$ cat src/rtl/updown_sweep_ctrl.sv
// updown_sweep_ctrl: triangle-sweep sequencer owning an up/down count
// register with latched bounds, sweep count and endpoint dwell.
module updown_sweep_ctrl #(
  parameter int WIDTH       = 4,
  parameter int SWEEP_W     = 4,
  parameter int HOLD_CYCLES = 2
) (
  input  logic               clk,
  input  logic               reset,
  input  logic               start,
  input  logic               abort,
  input  logic               pause,
  input  logic [WIDTH-1:0]   lo,
  input  logic [WIDTH-1:0]   hi,
  input  logic [SWEEP_W-1:0] n_sweeps,
  output logic [WIDTH-1:0]   count,
  output logic               up_down,
  output logic               busy,
  output logic               done,
  output logic               err,
  output logic [SWEEP_W-1:0] sweep_cnt
);

  localparam int TW = (HOLD_CYCLES > 1) ? $clog2(HOLD_CYCLES) : 1;
  localparam logic [TW-1:0] HLAST =
    TW'((HOLD_CYCLES > 0) ? HOLD_CYCLES - 1 : 0);
  localparam bit NOHOLD = (HOLD_CYCLES == 0);

  typedef enum logic [2:0] {
    IDLE, UP, HOLD_HI, DOWN, HOLD_LO, DONE
  } state_t;

  state_t             st, st_n;
  logic [WIDTH-1:0]   lo_q, hi_q, lo_n, hi_n;
  logic [SWEEP_W-1:0] ns_q, ns_n;
  logic [WIDTH-1:0]   cnt_n, dn_step, up_step;
  logic [SWEEP_W-1:0] swp_n, swp_inc;
  logic [TW-1:0]      tmr, tmr_n;
  logic               err_n;

  // Leaving a dwell takes the first step of the new direction at once,
  // so each endpoint shows for exactly 1+HOLD_CYCLES cycles.
  assign dn_step = (count > lo_q) ? count - 1'b1 : count;
  assign up_step = (count < hi_q) ? count + 1'b1 : count;
  assign swp_inc = sweep_cnt + 1'b1;

  always_comb begin
    st_n  = st;
    cnt_n = count;
    swp_n = sweep_cnt;
    tmr_n = tmr;
    lo_n  = lo_q;
    hi_n  = hi_q;
    ns_n  = ns_q;
    err_n = 1'b0;
    if (abort) begin
      st_n = IDLE;
    end else if (!pause) begin
      unique case (st)
        IDLE: begin
          if (start) begin
            if (lo > hi || n_sweeps == '0) begin
              err_n = 1'b1;
            end else begin
              lo_n  = lo;
              hi_n  = hi;
              ns_n  = n_sweeps;
              cnt_n = lo;
              swp_n = '0;
              st_n  = UP;
            end
          end
        end
        UP: begin
          if (count < hi_q) begin
            cnt_n = count + 1'b1;
          end else if (NOHOLD) begin
            st_n  = DOWN;
            cnt_n = dn_step;
          end else begin
            st_n  = HOLD_HI;
            tmr_n = '0;
          end
        end
        HOLD_HI: begin
          if (tmr == HLAST) begin
            st_n  = DOWN;
            cnt_n = dn_step;
          end else begin
            tmr_n = tmr + 1'b1;
          end
        end
        DOWN: begin
          if (count > lo_q) begin
            cnt_n = count - 1'b1;
          end else begin
            swp_n = swp_inc;
            if (swp_inc == ns_q) begin
              st_n = DONE;
            end else if (NOHOLD) begin
              st_n  = UP;
              cnt_n = up_step;
            end else begin
              st_n  = HOLD_LO;
              tmr_n = '0;
            end
          end
        end
        HOLD_LO: begin
          if (tmr == HLAST) begin
            st_n  = UP;
            cnt_n = up_step;
          end else begin
            tmr_n = tmr + 1'b1;
          end
        end
        DONE: st_n = IDLE;
        default: st_n = IDLE;
      endcase
    end
  end

  always_ff @(posedge clk) begin
    if (!reset) begin
      st        <= IDLE;
      count     <= '0;
      sweep_cnt <= '0;
      tmr       <= '0;
      lo_q      <= '0;
      hi_q      <= '0;
      ns_q      <= '0;
      up_down   <= 1'b0;
      busy      <= 1'b0;
      done      <= 1'b0;
      err       <= 1'b0;
    end else begin
      st        <= st_n;
      count     <= cnt_n;
      sweep_cnt <= swp_n;
      tmr       <= tmr_n;
      lo_q      <= lo_n;
      hi_q      <= hi_n;
      ns_q      <= ns_n;
      up_down   <= (st_n == UP) || (st_n == HOLD_HI);
      busy      <= (st_n != IDLE);
      done      <= (st_n == DONE) && (st != DONE);
      err       <= err_n;
    end
  end

endmodule

$ cat config.mk
export PLATFORM = sky130hd
export DESIGN_NAME = updown_sweep_ctrl
export DESIGN_NICKNAME = d
export VERILOG_FILES = /design/src/rtl/updown_sweep_ctrl.sv
export SDC_FILE = /design/constraint.sdc
export NUM_CORES = 1
export LEC_CHECK = 0
export ABC_CLOCK_PERIOD_IN_PS = 3500
export CORE_MARGIN = 10
export CORE_UTILIZATION = 37
export DETAILED_ROUTE_END_ITERATION = 12
export GPL_ROUTABILITY_DRIVEN = 0
export PLACE_DENSITY = 0.65
export SLEW_MARGIN = 20
export SYNTH_ARGS = -nofsm -noshare
export SYNTH_HDL_FRONTEND = slang
export SYNTH_SLANG_ARGS = --single-unit
$ cat constraint.sdc
create_clock -name clk -period 3.5 [get_ports clk]
set_input_delay 0.7 -clock clk [delete_from_list [all_inputs] [get_ports clk]]
set_output_delay 0.7 -clock clk [all_outputs]
set_load 0.01 [all_outputs]
==> qor.txt, run 1 <==
Max Root-Sink Buffers -> 2
Initial Util -> 0.387
H-tree depth -> 1
Post-Route Skew -> 4.14 ps
Cts bufs inserted -> 3
Fraction of registers with async set/reset -> 0
Final hold vios -> 0
Clk_lat worst skew -> 280 ps
Grt peak-use layer -> met2
Worst-case vdd ir drop -> 0.000186 V
Post-DR wirelength/cell -> 14.1 um
Power Dens Cells -> 334 mW/mm2
GR Overflow Total -> 0
Flop2flop setup slack -> 1180 ps
Crit path DAT -> 2960 ps
Startpoint types -> primary input
Hold Path Class -> flip-flop to flip-flop
DRT Pass-1 Iters -> 4
Core region area -> 0.00479 mm2
Core Util, Final -> 0.465
Yosys cell types -> 52
Worst-margin pin slew -> 621 ps
CP Capture Type -> flip-flop
Clk sinks -> 28
Remaining DRCs -> 0
Finish-stage setup viols -> 0
FF+latch count, synth -> 28
Post-Synth Simple-Gate Area -> 0.202
CP Max Fanout -> 12
Minimum clock period -> 2800 ps
GR met3 Demand/Resource -> 0.0316
Mux share of post-synthesis cell area -> 0.0918
Share of cells above drive strength 1 -> 0.0638
Status -> finished clean
Post-CTS Setup Bufs -> 0
RSZ-0062 raised after global routing -> false
Reg2Reg Depth -> 10
Maximum clock rate -> 357 MHz
Post-Syn Instances -> 212
Slowest-stage cell, CP -> or3_4
Height of the die -> 90.8 um
TritonCTS clock tree -> done
Area growth syn-to-layout -> 20.2%
Synth Area in Compound Gates -> 0.163
Post-synthesis sequential area ratio -> 0.302
Endpoint, Worst Hold -> hi_q[2]
Leakage -> 0.976 nW
Avg Cell Area, Syn -> 8.74 um2
Slowest cell delay on critical path -> 510 ps
Final HPWL DP -> 3430 um
Max-cap violations -> 0
Gr usage total -> 0.108
First-pass GRT wire length -> 7510 um
Met1 usage -> 0.127
Die area -> 0.00824 mm2
Met2 Use GR -> 0.176
Post-synth EDFFs -> 0
Antenna-violating nets left -> 0
ANT cells -> 0
# rows -> 25
Syn nets -> 244
Total wire length -> 4260 um
Number of global-route vias before repair -> 1659
Reg2Reg Launch Point -> st[2]
Hold Buf Count CTS -> 0
Slew Limit Headroom -> 0.583
Initial DRC Count -> 75
Period utilization -> 0.799
Primary FF master, synth -> dfxtp_1
Initial antenna violation count -> 0
Critical Path RT -> 3660 ps
Largest family of logic cells by synthesized area -> simple AND/OR/NAND/NOR gates
Cell Chain, Critical Path -> clkdlybuf4s50_1 -> inv_1 -> ha_1 -> nor2b_4 -> o2111a_1 -> or2_4 -> or3_4 -> mux2i_1 -> nor2_1
Hold path depth -> 2
Most frequent cells in the layout -> 28 x dfxtp_1, 28 x clkdlybuf4s50_1, 21 x inv_1
Die width -> 90.8 um
I/O pin count -> 29
Adder-cell share of the synthesized area -> 0.105
Yosys warning count -> 0
Vias per cell -> 5.09
Final Net Count -> 268
Post-cts repair resize count -> 0
Vias -> 1537
Crit Reg-Reg Endpoint -> count[3]
PortBufs -> 28
Setup TNS -> 0 ps
Critical path type -> primary input to flip-flop
Layout filler cell count -> 490
Synth Area in XOR/XNOR -> 0.0594
Max Transition Viols Final -> 0
Cell Area, Synth -> 0.00185 mm2
Hold path start -> hi_q[2]
Root buf cell -> clkbuf_8
Worst-path clk slew -> 100 ps
Pin count of the biggest net entering global routing -> 21
-- cell usage after synthesis (2+ instances only) --
master | count | area, um2
xnor2_1 | 6 | 52.6
clkbuf_1 | 4 | 15.0
o221a_2 | 2 | 22.5
o211a_1 | 3 | 30.0
a21oi_1 | 9 | 45.0
ha_1 | 14 | 175
o21ai_1 | 3 | 15.0
nand2b_1 | 3 | 18.8
buf_2 | 3 | 15.0
and2_1 | 2 | 12.5
dfxtp_1 | 28 | 561
nor3_1 | 6 | 30.0
nor4b_1 | 2 | 17.5
o31ai_1 | 3 | 22.5
nand2_1 | 19 | 71.3
nor2_1 | 15 | 56.3
or2_2 | 2 | 12.5
a21o_1 | 2 | 15.0
o21ai_0 | 6 | 30.0
nor2b_1 | 2 | 12.5
o31a_1 | 2 | 17.5
mux2i_1 | 17 | 170
nor2_2 | 2 | 12.5
inv_1 | 21 | 78.8
xor2_1 | 4 | 35.0
nand3_1 | 6 | 30.0
-- worst max-delay path, delay by kind of cell --
family | cells | cell delay, ps
buffers and inverters | 2 | 540
adder cells (fa/ha/maj) | 1 | 300
AO/OA/AOI/OAI | 1 | 270
multiplexers | 1 | 180
AND/OR/NAND/NOR | 4 | 960
-- logic make-up after synthesis --
group	count (synthesis)
buf+inv	30
fa+ha+maj	15
simple gates	70
compound gates	41
xor+xnor	11
flops	28
mux	17
-- per-layer routing --
layer | up-vias | wire length, um
met5 | - | 0
met4 | 0 | 78
met3 | 8 | 229
met2 | 32 | 1930
met1 | 703 | 2020
li1 | 794 | -
-- worst max-delay path by stage --
| stage | to | slack [ps] | cells past startpoint | startpoint |
|---|---|---|---|---|
| floorplan | ns_q[0] | 930 | 10 | hi[1] |
| global placement | hi_q[2] | 430 | 9 | hi[1] |
| detailed placement | hi_q[0] | 410 | 9 | hi[1] |
| CTS | count[0] | 710 | 9 | hi[1] |
| global route | hi_q[3] | 580 | 9 | hi[1] |
| finish | hi_q[2] | 700 | 9 | hi[1] |
-- state kept, by name, summed over array words and instances (netlist names) --
signal,count
up_down,1
err,1
count,4
tmr,1
st,3
lo_q,4
busy,1
sweep_cnt,4
ns_q,4
done,1
hi_q,4
-- layout make-up --
class | count | area (um2) | share of cell area
multi-input cells | 154 | 1150 | 0.517
flip-flops and latches | 28 | 561 | 0.252
repair buffers | 28 | 280 | 0.126
well taps | 67 | 83.8 | 0.0376
inverters | 21 | 78.8 | 0.0354
clock buffers | 3 | 41.3 | 0.0185
clock inverters | 1 | 30.0 | 0.0135
-- per-stage QoR --
step / hold slack, ps / cell area [um2] / total power (W) / instances / setup WS, ps
floorplan: 463 / 1850 / 0.000439 / 212 / 927
global placement: 492 / 2160 / 0.000487 / 298 / 435
detailed placement: 499 / 2160 / 0.000488 / 298 / 413
CTS: 525 / 2230 / 0.000751 / 302 / 715
global route: 567 / 2230 / 0.000776 / 302 / 585
finish: 522 / 2230 / 0.000744 / 302 / 703
-- power breakdown --
part           switching, W  internal, W
Combinational     0.0000722    0.0000727
Clock              0.000110     0.000153
Sequential       0.00000905     0.000327
Total              0.000191     0.000553
No activity file was read; power rests on OpenSTA's default activity.
==> run 2: changes to the inputs <==
ABC_CLOCK_PERIOD_IN_PS = 2800   (was 3500)
clock period = 2.8 ns   (was 3.5 ns; I/O delays follow)
==> qor.txt, run 2 (synthesis gave the netlist of run 1 again) <==
RSZ-0062 raised after global routing -> false
Share of cells above drive strength 1 -> 0.106 (+0.0419)
Post-CTS Setup Bufs -> 0 (unchanged)
Switching Power -> 0.000237 W (+24%)
Final hold vios -> 0 (unchanged)
Gr usage total -> 0.106 (-0.00146)
Power Dens Cells -> 406 mW/mm2 (+21%)
Initial Util -> 0.387 (unchanged)
Core region area -> 0.00479 mm2 (unchanged)
CP Max Fanout -> 12 (unchanged)
Vias per cell -> 4.97 (-2.3%)
Cell Chain, Critical Path -> clkdlybuf4s50_1 -> inv_1 -> ha_1 -> nor2b_4 -> o2111a_1 -> or2_4 -> or3_4 -> mux2i_1 -> nor2_1
Hold Path Class -> flip-flop to flip-flop
Setup TNS -> 0 ps (unchanged)
I/O pin count -> 29 (unchanged)
Max-cap violations -> 0 (unchanged)
Post-cts repair resize count -> 0 (unchanged)
Slowest cell delay on critical path -> 500 ps (about the same)
Antenna-violating nets left -> 0 (unchanged)
Die area -> 0.00824 mm2 (unchanged)
Critical path type -> primary input to flip-flop
Height of the die -> 90.8 um (unchanged)
Max Root-Sink Buffers -> 2 (unchanged)
Clk pwr share -> 0.347 (-0.006)
# rows -> 25 (unchanged)
Hold Buf Count CTS -> 0 (unchanged)
DRT Pass-1 Iters -> 4 (unchanged)
Layout filler cell count -> 469 (-4.3%)
First-pass GRT wire length -> 7380 um (-1.8%)
Die width -> 90.8 um (unchanged)
Slowest-stage cell, CP -> or3_4
Minimum clock period -> 2640 ps
Remaining DRCs -> 0 (unchanged)
Clk_lat worst skew -> 280 ps (about the same)
Crit path DAT -> 2800 ps (-160 ps)
Final Net Count -> 279 (+4.1%)
Finish-stage setup viols -> 0 (unchanged)
Worst-path clk slew -> 100 ps (about the same)
Initial DRC Count -> 69 (-8.0%)
Final HPWL DP -> 3380 um (-1.5%)
Most frequent cells in the layout -> 28 x dfxtp_1, 28 x clkdlybuf4s50_1, 21 x inv_1
Maximum clock rate -> 378 MHz
Post-DR wirelength/cell -> 13.6 um (-3.8%)
Design Area, Final -> 0.00231 mm2 (+3.7%)
GR Overflow Total -> 0 (unchanged)
Cts bufs inserted -> 3 (unchanged)
Status -> finished clean
H-tree depth -> 1 (unchanged)
Cell internal pwr -> 0.000700 W (+27%)
Slew Limit Headroom -> 0.562 (-0.0213)
PortBufs -> 28 (unchanged)
Area growth syn-to-layout -> 24.6%
Root buf cell -> clkbuf_8
Vias -> 1557 (+1.3%)
Period utilization -> 0.944
Switching power share of the total -> 0.253 (-0.00366)
Leakage -> 1.03 nW (+5.6%)
Worst-margin pin slew -> 657 ps (+35.7 ps)
Initial antenna violation count -> 0 (unchanged)
Total wire length -> 4250 um (-0.28%)
ANT cells -> 0 (unchanged)
Number of global-route vias before repair -> 1598 (-3.7%)
Max Transition Viols Final -> 0 (unchanged)
Dpl cell area -> 0.00224 mm2 (+3.8%)
Worst-case vdd ir drop -> 0.000215 V (+16%)
Clk sinks -> 28 (unchanged)
Pin count of the biggest net entering global routing -> 21 (unchanged)
Comb pwr share -> 0.207 (+0.012)
Post-Route Skew -> 5.42 ps (+1.28 ps)
CP Capture Type -> flip-flop
TritonCTS clock tree -> done
Startpoint types -> primary input
Sequential Power Share -> 0.446 (-0.006)
Critical Path RT -> 2960 ps (-700 ps)
-- run 2: worst max-delay path: cells and delay by family --
family | cells | cell delay (ps)
AOI/OAI and AO/OA | 1 | 250
adders and majority gates | 1 | 300
buffers and inverters | 2 | 530
muxes | 1 | 200
and+or+nand+nor | 4 | 950
-- run 2: metal layers --
metal | wire, um | track usage | part of all wire
met1 | 2060 | 0.131 | 0.48
met3 | 173 | 0.0258 | 0.041
met4 | 25 | 0.0274 | 0.0059
met2 | 1990 | 0.178 | 0.47
met5 | 0 | 0 | 0
-- run 2: path summary, 6_finish.rpt --
kind                              start      end  slack, ps  cells past startpoint
worst max-delay path              hi[1]  ns_q[1]        160                      9
worst min register to register  hi_q[3]  hi_q[3]        500                      2
worst min-delay path            hi_q[3]  hi_q[3]        500                      2
worst max register to register  lo_q[1]     done        590                      8
-- run 2: per-stage QoR --
stage                     hold slack [ps]   util  total power, W  std cells  worst slack, ps
after global routing                  536  0.483        0.000984        313             25.5
after CTS                             511  0.483        0.000947        313              156
after floorplan                       463      -        0.000549        212              367
final                                 504  0.483        0.000937        313              156
after global placement                478  0.468        0.000620        309            -95.1
after detailed placement              484  0.468        0.000621        309             -132
-- run 2: area by class of cell --
| class | count | area (um2) | share of cell area |
|---|---|---|---|
| sequential | 28 | 561 | 0.243 |
| timing repair buffer | 39 | 363 | 0.157 |
| clock inverter | 1 | 30.0 | 0.0130 |
| tap | 67 | 83.8 | 0.0363 |
| clock buffer | 3 | 41.3 | 0.0179 |
| inverter | 21 | 78.8 | 0.0341 |
| multi-input combinational | 154 | 1150 | 0.499 |
-- run 2: power by group through the flow --
stage / Combinational, W / Clock, W / Sequential [W]
finish: 0.000194 / 0.000325 / 0.000418
global route: 0.000219 / 0.000345 / 0.000420
CTS: 0.000195 / 0.000334 / 0.000418
detailed placement: 0.000193 / 0 / 0.000427
global placement: 0.000192 / 0 / 0.000427
floorplan: 0.000122 / 0 / 0.000427
==> run 3: changes to the inputs <==
ABC_AREA = 0   (was not set)
==> results of run 3 <==
No change in the layout: final DEF, timing and power equal those of run 2.
